--- config.mk ---
export PLATFORM = sky130hd
export DESIGN_NAME = wb_local_memory_bridge
export DESIGN_NICKNAME = d
export VERILOG_FILES = /design/src/rtl/wb_local_memory_bridge_pkg.sv /design/src/rtl/wb_local_memory_bridge.sv
export SDC_FILE = /design/constraint.sdc
export NUM_CORES = 1
export LEC_CHECK = 0
export ABC_AREA = 1
export ABC_CLOCK_PERIOD_IN_PS = 1230
export CORE_AREA = 4 4 110 112
export CTS_CLUSTER_DIAMETER = 30
export CTS_CLUSTER_SIZE = 30
export DETAILED_ROUTE_END_ITERATION = 10
export DIE_AREA = 0 0 114 116
export GPL_ROUTABILITY_DRIVEN = 0
export PLACE_DENSITY = 0.75
export SKIP_CTS_REPAIR_TIMING = 1
export SYNTH_ARGS = -nofsm -noshare
export SYNTH_HDL_FRONTEND = slang
export SYNTH_SLANG_ARGS = --single-unit
--- constraint.sdc ---
create_clock -name clk -period 1.23 [get_ports clk]
set_input_delay 0.1845 -clock clk [delete_from_list [all_inputs] [get_ports clk]]
set_output_delay 0.1845 -clock clk [all_outputs]
set_load 0.005 [all_outputs]
--- src/rtl/wb_local_memory_bridge_pkg.sv ---
// Shared definitions for the Wishbone-to-local-memory bridge.
// Holds the controller state encoding, the read fill value that
// unselected byte lanes return, and the request sanity helper.
package wb_local_memory_bridge_pkg;

  typedef enum logic [1:0] {
    ST_IDLE    = 2'd0,
    ST_ACCESS  = 2'd1,
    ST_RESPOND = 2'd2
  } bridge_state_e;

  // Value seen on unselected read lanes of the local memory.
  localparam logic [31:0] LOCAL_READ_FILL = 32'hFFFF_FFFF;

  // A request is rejected up front when it is not word aligned or
  // selects no byte lane at all; such requests never reach memory.
  function automatic logic bad_request(input logic [1:0] adr_lo,
                                       input logic [3:0] sel);
    return (adr_lo != 2'b00) || (sel == 4'b0000);
  endfunction

endpackage

--- src/rtl/wb_local_memory_bridge.sv ---
// Wishbone classic slave issuing one held-enable local memory request per
// transfer; ack on completion, err on misalignment/empty select/timeout.
// Ports: clk, rst (sync, active-high); wb_* slave side; local* requester
// side (address/sel/enable/we/wdata out, rdata/busy in).
// Latency: strobe sample -> ack is 2 cycles plus one per busy cycle.
// Backpressure: localBusy stretches ACCESS up to TIMEOUT_CYCLES edges.
module wb_local_memory_bridge
  import wb_local_memory_bridge_pkg::*;
#(
  parameter int ADDRESS_SIZE   = 24,
  parameter int TIMEOUT_CYCLES = 255
) (
  input  logic                    clk,
  input  logic                    rst,
  input  logic                    wb_cyc_i,
  input  logic                    wb_stb_i,
  input  logic                    wb_we_i,
  input  logic [3:0]              wb_sel_i,
  input  logic [ADDRESS_SIZE-1:0] wb_adr_i,
  input  logic [31:0]             wb_data_i,
  output logic                    wb_ack_o,
  output logic                    wb_err_o,
  output logic [31:0]             wb_data_o,
  output logic [ADDRESS_SIZE-1:0] localAddress,
  output logic [3:0]              localByteSelect,
  output logic                    localEnable,
  output logic                    localWriteEnable,
  output logic [31:0]             localDataWrite,
  input  logic [31:0]             localDataRead,
  input  logic                    localBusy
);

  localparam int CNT_W = $clog2(TIMEOUT_CYCLES + 1);
  localparam logic [CNT_W-1:0] CNT_LAST = CNT_W'(TIMEOUT_CYCLES - 1);

  bridge_state_e           state_q, state_d;
  logic [CNT_W-1:0]        cnt_q, cnt_d;
  logic                    ack_q, ack_d;
  logic                    err_q, err_d;
  logic [31:0]             rdata_q, rdata_d;
  logic                    en_q, en_d;
  logic                    we_q, we_d;
  logic [3:0]              sel_q, sel_d;
  logic [ADDRESS_SIZE-1:0] adr_q, adr_d;
  logic [31:0]             wdat_q, wdat_d;

  always_comb begin
    state_d = state_q;
    cnt_d   = cnt_q;
    ack_d   = 1'b0;
    err_d   = 1'b0;
    rdata_d = rdata_q;
    en_d    = en_q;
    we_d    = we_q;
    sel_d   = sel_q;
    adr_d   = adr_q;
    wdat_d  = wdat_q;

    unique case (state_q)
      ST_IDLE: begin
        if (wb_cyc_i && wb_stb_i) begin
          adr_d  = wb_adr_i;
          sel_d  = wb_sel_i;
          we_d   = wb_we_i;
          wdat_d = wb_data_i;
          if (bad_request(wb_adr_i[1:0], wb_sel_i)) begin
            state_d = ST_RESPOND;
            err_d   = 1'b1;
          end else begin
            state_d = ST_ACCESS;
            cnt_d   = '0;
            en_d    = 1'b1;
          end
        end
      end

      ST_ACCESS: begin
        // Priority: master abort, then completion, then timeout.
        if (!wb_cyc_i) begin
          en_d    = 1'b0;
          state_d = ST_IDLE;
        end else if (!localBusy) begin
          if (!we_q) begin
            rdata_d = localDataRead;
          end
          en_d    = 1'b0;
          ack_d   = 1'b1;
          state_d = ST_RESPOND;
        end else if (cnt_q == CNT_LAST) begin
          en_d    = 1'b0;
          err_d   = 1'b1;
          state_d = ST_RESPOND;
        end else begin
          cnt_d = cnt_q + CNT_W'(1);
        end
      end

      // The response pulse is the registered ack/err; any strobe seen
      // here belongs to the finished transfer and is ignored.
      ST_RESPOND: begin
        state_d = ST_IDLE;
      end

      default: begin
        state_d = ST_IDLE;
        en_d    = 1'b0;
      end
    endcase
  end

  always_ff @(posedge clk) begin
    if (rst) begin
      state_q <= ST_IDLE;
      cnt_q   <= '0;
      ack_q   <= 1'b0;
      err_q   <= 1'b0;
      rdata_q <= '0;
      en_q    <= 1'b0;
      we_q    <= 1'b0;
      sel_q   <= '0;
      adr_q   <= '0;
      wdat_q  <= '0;
    end else begin
      state_q <= state_d;
      cnt_q   <= cnt_d;
      ack_q   <= ack_d;
      err_q   <= err_d;
      rdata_q <= rdata_d;
      en_q    <= en_d;
      we_q    <= we_d;
      sel_q   <= sel_d;
      adr_q   <= adr_d;
      wdat_q  <= wdat_d;
    end
  end

  assign wb_ack_o         = ack_q;
  assign wb_err_o         = err_q;
  assign wb_data_o        = rdata_q;
  assign localAddress     = adr_q;
  assign localByteSelect  = sel_q;
  assign localEnable      = en_q;
  assign localWriteEnable = we_q;
  assign localDataWrite   = wdat_q;

endmodule
==> summary.md, run 1 <==
| Metric | Value |
|---|---|
| Status | complete, but fails checks |
| Failing checks | negative setup slack |
| Net load switching power | 1870 uW |
| Final net count | 845 |
| Min Clock Period, post-route | 1400 ps |
| Vias in the first global route | 3,990 |
| DR vias | 4,264 |
| Worst-path clk slew | 70 ps |
| Worst hold path class | input port to register |
| Critical path endpoint category | register |
| Number of vias per cell | 4.77 |
| Clock Path Buffers | 2 |
| I/O pins | 194 |
| Syn Inst Count | 524 |
| Final Hold Fails | 0 |
| CP startpoint kind | register |
| CTS Buf Count | 9 |
| Antenna Nets Post-Route | 0 |
| Critical path class | register to register |
| Final Power | 7940 uW |
| CP Max Fanout | 5 |
| First-pass GRT wire length | 19.1 mm |
| Sequential power share | 46.7% |
| PortBufs | 193 |
| Worst Max-Slew Pin Slew | 224 ps |
| Layout Utilization | 64.4% |
| Drt drc | 0 |
| Fill cell count | 916 |
| PwrDens | 1100 nW/um^2 |
| Max cap viols | 0 |
| Pins Over Slew Limit | 0 |
| Synthesis-stage register bit count | 106 |
| Total Wirelength | 13.9 mm |
| Synthesized area | 3940 sq um |
| Worst Path Required | 1460 ps |
| Crit path arrival time | 1630 ps |
| Avg Inst Size Synth | 7.51 sq um |
| Synth top area cells | dfxtp_1 (54%), nor2_1 (20%), o21ai_0 (12%), nand2_1 (3.0%), clkbuf_1 (1.6%) |
| Clock skew | 6.50 ps |
| Unrepaired setup endpoints after global routing | true |
| Period utilization | 113% |
| Initial antenna violation count | 0 |
| Gr ovfl total | 0 |
| Die Wd | 114 um |
| Share of the synthesized area in the top cell type | 53.9% |
| Post-synth top area cell | dfxtp_1 |
| VDD IR max | 0.662 mV |
| Full die area | 13,200 sq um |
| Sink Count | 106 |
| Register area share after synthesis | 53.9% |
| Warnings, synthesis | 0 |
| Worst slew margin | 85.0% |
| Wire per inst | 15.6 um |
| Area delta synth->final | 83.5% |
| Die height | 116 um |
| Fmax | 0.716 GHz |
| Clk root buf | clkbuf_16 |
| Final Setup Violations | 14 |
| Initial drt markers | 484 |
| Leak | 0.00430 uW |
| Initial Utilization | 35.1% |
| Overall routing resource usage | 17.7% |
| H-tree depth | 3 |
| Final hold slack | 154 ps |
| Largest net degree at the start of global routing | 37 |
| DR pass1 iterations | 6 |
| Clock network fraction of total power | 36.8% |
| Sw Share | 23.5% |
| Syn_nets | 624 |
| Combinational power share | 16.5% |
| Final setup margin | -166 ps |
| Int Pwr | 6070 uW |
| Core area | 11,200 sq um |
| Worst skew pair latency | 340 ps |
| Netlist cell types | 24 |
| Standard-cell rows | 39 |
| Layout cell share with drive strength beyond 1 | 17.2% |
| Ant diodes | 0 |
| Fin Setup TNS | -1180 ps |
| CTS tree | yes |
| Final HPWL DP | 9.31 mm |
[state kept, by name, summed over array words and instances, names as in the netlist]
register and count:
wb_err_o 1, localWriteEnable 1, localAddress 24, wb_ack_o 1, localEnable 1, wb_data_o 32, state_q 2, cnt_q 8
localByteSelect 4, localDataWrite 32
[cells in the final DEF, fill, tap and decap left out, types with 2 or more instances in the layout]
cell and instances:
inv_4 3, nand4_1 3, buf_4 24, nor2_2 12, clkinvlp_4 2, nand2_4 3, o21ai_0 67, dfxtp_2 18
nand2_2 8, clkdlybuf4s50_1 95, buf_6 7, a21oi_1 3, dlymetal6s2s_1 98, nor2_1 196, nand2_1 23, nand3_4 2
inv_1 12, inv_2 3, dfxtp_1 87, o21ai_1 28, a21oi_2 4, buf_12 8, clkbuf_16 14, nor2_4 6
clkbuf_8 2, nand3_2 3, nand3_1 5
[metal layers]
metal | routed length, um | track usage, % | up-vias
li1 | - | - | 2120
met1 | 5920 | 21.6 | 1968
met2 | 6970 | 30.9 | 147
met3 | 657 | 2.77 | 29
met4 | 364 | 7.76 | 0
met5 | 0 | 0 | -
[worst paths after layout]
path	slack (ps)	endpoint	cells past startpoint	from
hold / removal	150	wb_ack_o	2	localBusy
setup / recovery	-170	cnt_q[6]	8	cnt_q[3]
setup reg to reg	-170	cnt_q[6]	8	cnt_q[3]
hold reg to reg	480	localEnable	2	localEnable
[cell families after synthesis]
family                     Yosys count  share of synthesized area [%]
buffers and inverters               49                           5.59
xor gates and xnor gates             1                          0.222
and+or+nand+nor                    262                           26.3
AOI/OAI and AO/OA                  104                           13.4
DFF                                106                           53.9
adders and majority gates            2                          0.635
[power groups by stage]
stage / clock network (uW) / logic (uW) / registers [uW]
after detailed placement: 0 / 1260 / 3780
after floorplan: 0 / 414 / 3790
after global routing: 3090 / 1420 / 3730
after global placement: 0 / 1230 / 3770
final: 2920 / 1310 / 3710
after CTS: 2980 / 1260 / 3700
[synth_stat cells]
library cell,count
nor2_1,212
dfxtp_1,106
o21ai_0,96
nand2_1,31
clkbuf_1,17
inv_1,16
buf_2,7
nand3_1,7
a21oi_1,6
buf_4,3
inv_2,3
nand4_1,3
buf_6,2
ha_1,2
nand2_2,2
nand3_2,2
nor2_2,2
a211oi_1,1
a21oi_2,1
clkbuf_2,1
nand2_4,1
nand3b_1,1
nor3_1,1
xor2_1,1
[through the flow]
stage | area, sq um | std cells | setup slack, ps
finish | 7220 | 893 | -166
global route | 7220 | 893 | -259
CTS | 6570 | 881 | -295
detailed placement | 6260 | 865 | -435
global placement | 6260 | 865 | -378
floorplan | 3950 | 524 | 5.54
[worst max-delay path: stages (launching register included)]
cell     delay [ps]
dfxtp_1         350
nand2_1         160
nor2_2          220
nand3_2         150
nand3_4         110
buf_6           130
nand2_1          60
nand2_1          70
nor2_1           50
[final cells by class]
class | instances | area [sq um] | area share [%]
Timing Repair Buffer | 239 | 2740 | 37.9
Tap cell | 143 | 179 | 2.48
Inverter | 19 | 83.8 | 1.16
Sequential cell | 106 | 2150 | 29.7
Multi-Input combinational cell | 370 | 1770 | 24.4
Clock inverter | 4 | 50.0 | 0.693
Clock buffer | 12 | 256 | 3.55
Power figures use the tool's default switching activity.
==> run 2: changes to the inputs <==
--- a/config.mk
+++ b/config.mk
@@ -6,14 +6,14 @@
 export NUM_CORES = 1
 export LEC_CHECK = 0
 export ABC_AREA = 1
-export ABC_CLOCK_PERIOD_IN_PS = 1230
-export CORE_AREA = 4 4 110 112
+export ABC_CLOCK_PERIOD_IN_PS = 1700
+export CORE_AREA = 4 4 101 103
 export CTS_CLUSTER_DIAMETER = 30
 export CTS_CLUSTER_SIZE = 30
 export DETAILED_ROUTE_END_ITERATION = 10
-export DIE_AREA = 0 0 114 116
+export DIE_AREA = 0 0 105 107
 export GPL_ROUTABILITY_DRIVEN = 0
-export PLACE_DENSITY = 0.75
+export PLACE_DENSITY = 0.83
 export SKIP_CTS_REPAIR_TIMING = 1
 export SYNTH_ARGS = -nofsm -noshare
 export SYNTH_HDL_FRONTEND = slang
==> constraint.sdc (replaced) <==
create_clock -name clk -period 1.7 [get_ports clk]
set_input_delay 0.255 -clock clk [delete_from_list [all_inputs] [get_ports clk]]
set_output_delay 0.255 -clock clk [all_outputs]
set_load 0.005 [all_outputs]
==> run 2 against run 1 <==
Net effect:
- the run now ends clean
- global-route usage rose by 3.1 points
- wire length is 13% lower
- flip-flop and latch count stayed put
- clock-buffer cell count shrank 2
- non-clock buffer count shrank 31
- clock skew up 7.3 ps
- critical path type is now register to output port
- largest power group unchanged
- highest routed layer unchanged
==> summary.md, run 2 (synthesis gave the netlist of run 1 again) <==
| Metric | Value |
|---|---|
| Initial antenna violation count | 0 (unchanged) |
| Worst Max-Slew Pin Slew | 245 ps (+20.7 ps) |
| DR vias | 4,037 (-5.3%) |
| Final Setup Violations | 0 (-14) |
| DR pass1 iterations | 4 (-2) |
| CP Depth | 1 (-7) |
| Ant diodes | 0 (unchanged) |
| Full die area | 11,200 sq um (-15%) |
| DP Area | 6050 sq um (-3.4%) |
| Unrepaired setup endpoints after global routing | false |
| CTS tree | yes |
| Final Hold Fails | 0 (unchanged) |
| Hold path depth | 2 (unchanged) |
| PortBufs | 193 (unchanged) |
| Antenna Nets Post-Route | 0 (unchanged) |
| Worst Path Required | 1440 ps (-20 ps) |
| Die height | 107 um (-7.8%) |
| PwrDens | 815 nW/um^2 (-26%) |
| Metal-1 WL | 4.80 mm (-19%) |
| Final Instance Area | 6240 sq um (-14%) |
| Vias in the first global route | 3,898 (-2.3%) |
| Number of vias per cell | 4.88 (+2.1%) |
| Pins Over Slew Limit | 0 (unchanged) |
| CP delay by family, top | buffers and inverters |
| Min Clock Period, post-route | 1570 ps |
| Fill cell count | 732 (-20%) |
| Max Used Layer | met4 |
| Gr ovfl total | 0 (unchanged) |
| Period utilization | 92.4% |
| Met3 wire len | 771 um (+17%) |
| Worst path cell trace | clkdlybuf4s50_1 |
| Total Wirelength | 12.1 mm (-13%) |
| Final setup margin | 128 ps (+294 ps) |
| Critical path endpoint category | output port |
| Layout cell share with drive strength beyond 1 | 5.72% (-11 points) |
| Worst Path Buf+Inv | 1 (unchanged) |
| Drt drc | 0 (unchanged) |
| Sink Count | 106 (unchanged) |
| Worst-path clk slew | 100 ps (+30 ps) |
| Initial Utilization | 42.8% (+7.7 points) |
| CP startpoint kind | register |
| Initial drt markers | 270 (-44%) |
| Leak | 0.00235 uW (-45%) |
| Overall routing resource usage | 20.8% (+3.1 points) |
| Clk root buf | clkbuf_8 |
| CP Max Fanout | 3 (-2) |
| Dpl ws | -112 ps (+324 ps) |
| CTS Buf Count | 9 (unchanged) |
| Most common cell after layout, fill and taps aside | nor2_1 |
| Clock skew | 13.8 ps (+7.28 ps) |
| Worst slew margin | 83.6% (-1.4 points) |
| Largest net degree at the start of global routing | 43 (+16%) |
| Area delta synth->final | 58.4% |
| Final Power | 5090 uW (-36%) |
| Clock Path Buffers | 2 (unchanged) |
| I/O pins | 194 (unchanged) |
| Fmax | 0.636 GHz |
| Wire per inst | 14.6 um (-6.5%) |
| Slowest cell delay on critical path | 570 ps (+220 ps) |
| Final HPWL DP | 9.32 mm (+0.10%) |
| Max cap viols | 0 (unchanged) |
| First-pass GRT wire length | 19.0 mm (-0.54%) |
| Final net count | 813 (-3.8%) |
| Met2 wire length | 6.20 mm (-11%) |
| Standard-cell rows | 35 (-10%) |
| Die Wd | 105 um (-7.9%) |
| Post-Place Cells | 813 (-6.0%) |
| Register-to-Register Path Depth | 10 (+2) |
| Critical path class | register to output port |
| Most frequent cells in the layout | nor2_1 (212), clkdlybuf4s50_1 (193), dfxtp_1 (106) |
| Crit path arrival time | 1320 ps (-310 ps) |
| Worst hold path class | register to register |
| H-tree depth | 3 (unchanged) |
| Status | finished clean |
| CP max stage cell | clkdlybuf4s50_1 |
| Worst skew pair latency | 360 ps (+20 ps) |
| Non-Filler Instances | 828 (-7.3%) |
| VDD IR max | 0.532 mV (-20%) |
| Core area | 9200 sq um (-18%) |
[run 2: worst paths after layout]
check | endpoint | start | slack [ps]
worst max-delay path | localWriteEnable | localWriteEnable | 130
worst min-delay path | localAddress[21] | localAddress[21] | 490
worst max register to register | cnt_q[5] | cnt_q[0] | 180
worst min register to register | localAddress[21] | localAddress[21] | 490
[run 2: layout make-up]
class	instances	area (sq um)	share of cell area, %
Inverter	19	71.3	1.14
Timing Repair Buffer	208	2120	34.0
Clock buffer	10	128	2.05
Tap cell	111	139	2.23
Multi-Input combinational cell	369	1600	25.6
Sequential cell	106	2120	34.0
Clock inverter	5	63.8	1.02
[run 2: layer usage]
metal | vias up | track usage [%]
met5 | - | 0
met4 | 0 | 7.78
met3 | 21 | 5.12
met2 | 132 | 37.9
met1 | 1852 | 23.5
li1 | 2032 | -
[run 2: power breakdown]
part | total (uW) | switching [uW] | internal (uW)
Clock | 1530 | 841 | 685
Combinational | 880 | 346 | 534
Sequential | 2680 | 69.7 | 2610
[run 2: stage by stage]
stage / hold slack, ps / TNS, ps / utilization, %
6_report: 488 / 0 / 67.8
2_1_floorplan: 334 / 0 / -
4_1_cts: 492 / 0 / 67.8
3_3_place_gp: 463 / 0 / 65.8
3_5_place_dp: 471 / -628 / 65.8
5_1_grt: 495 / 0 / 67.8
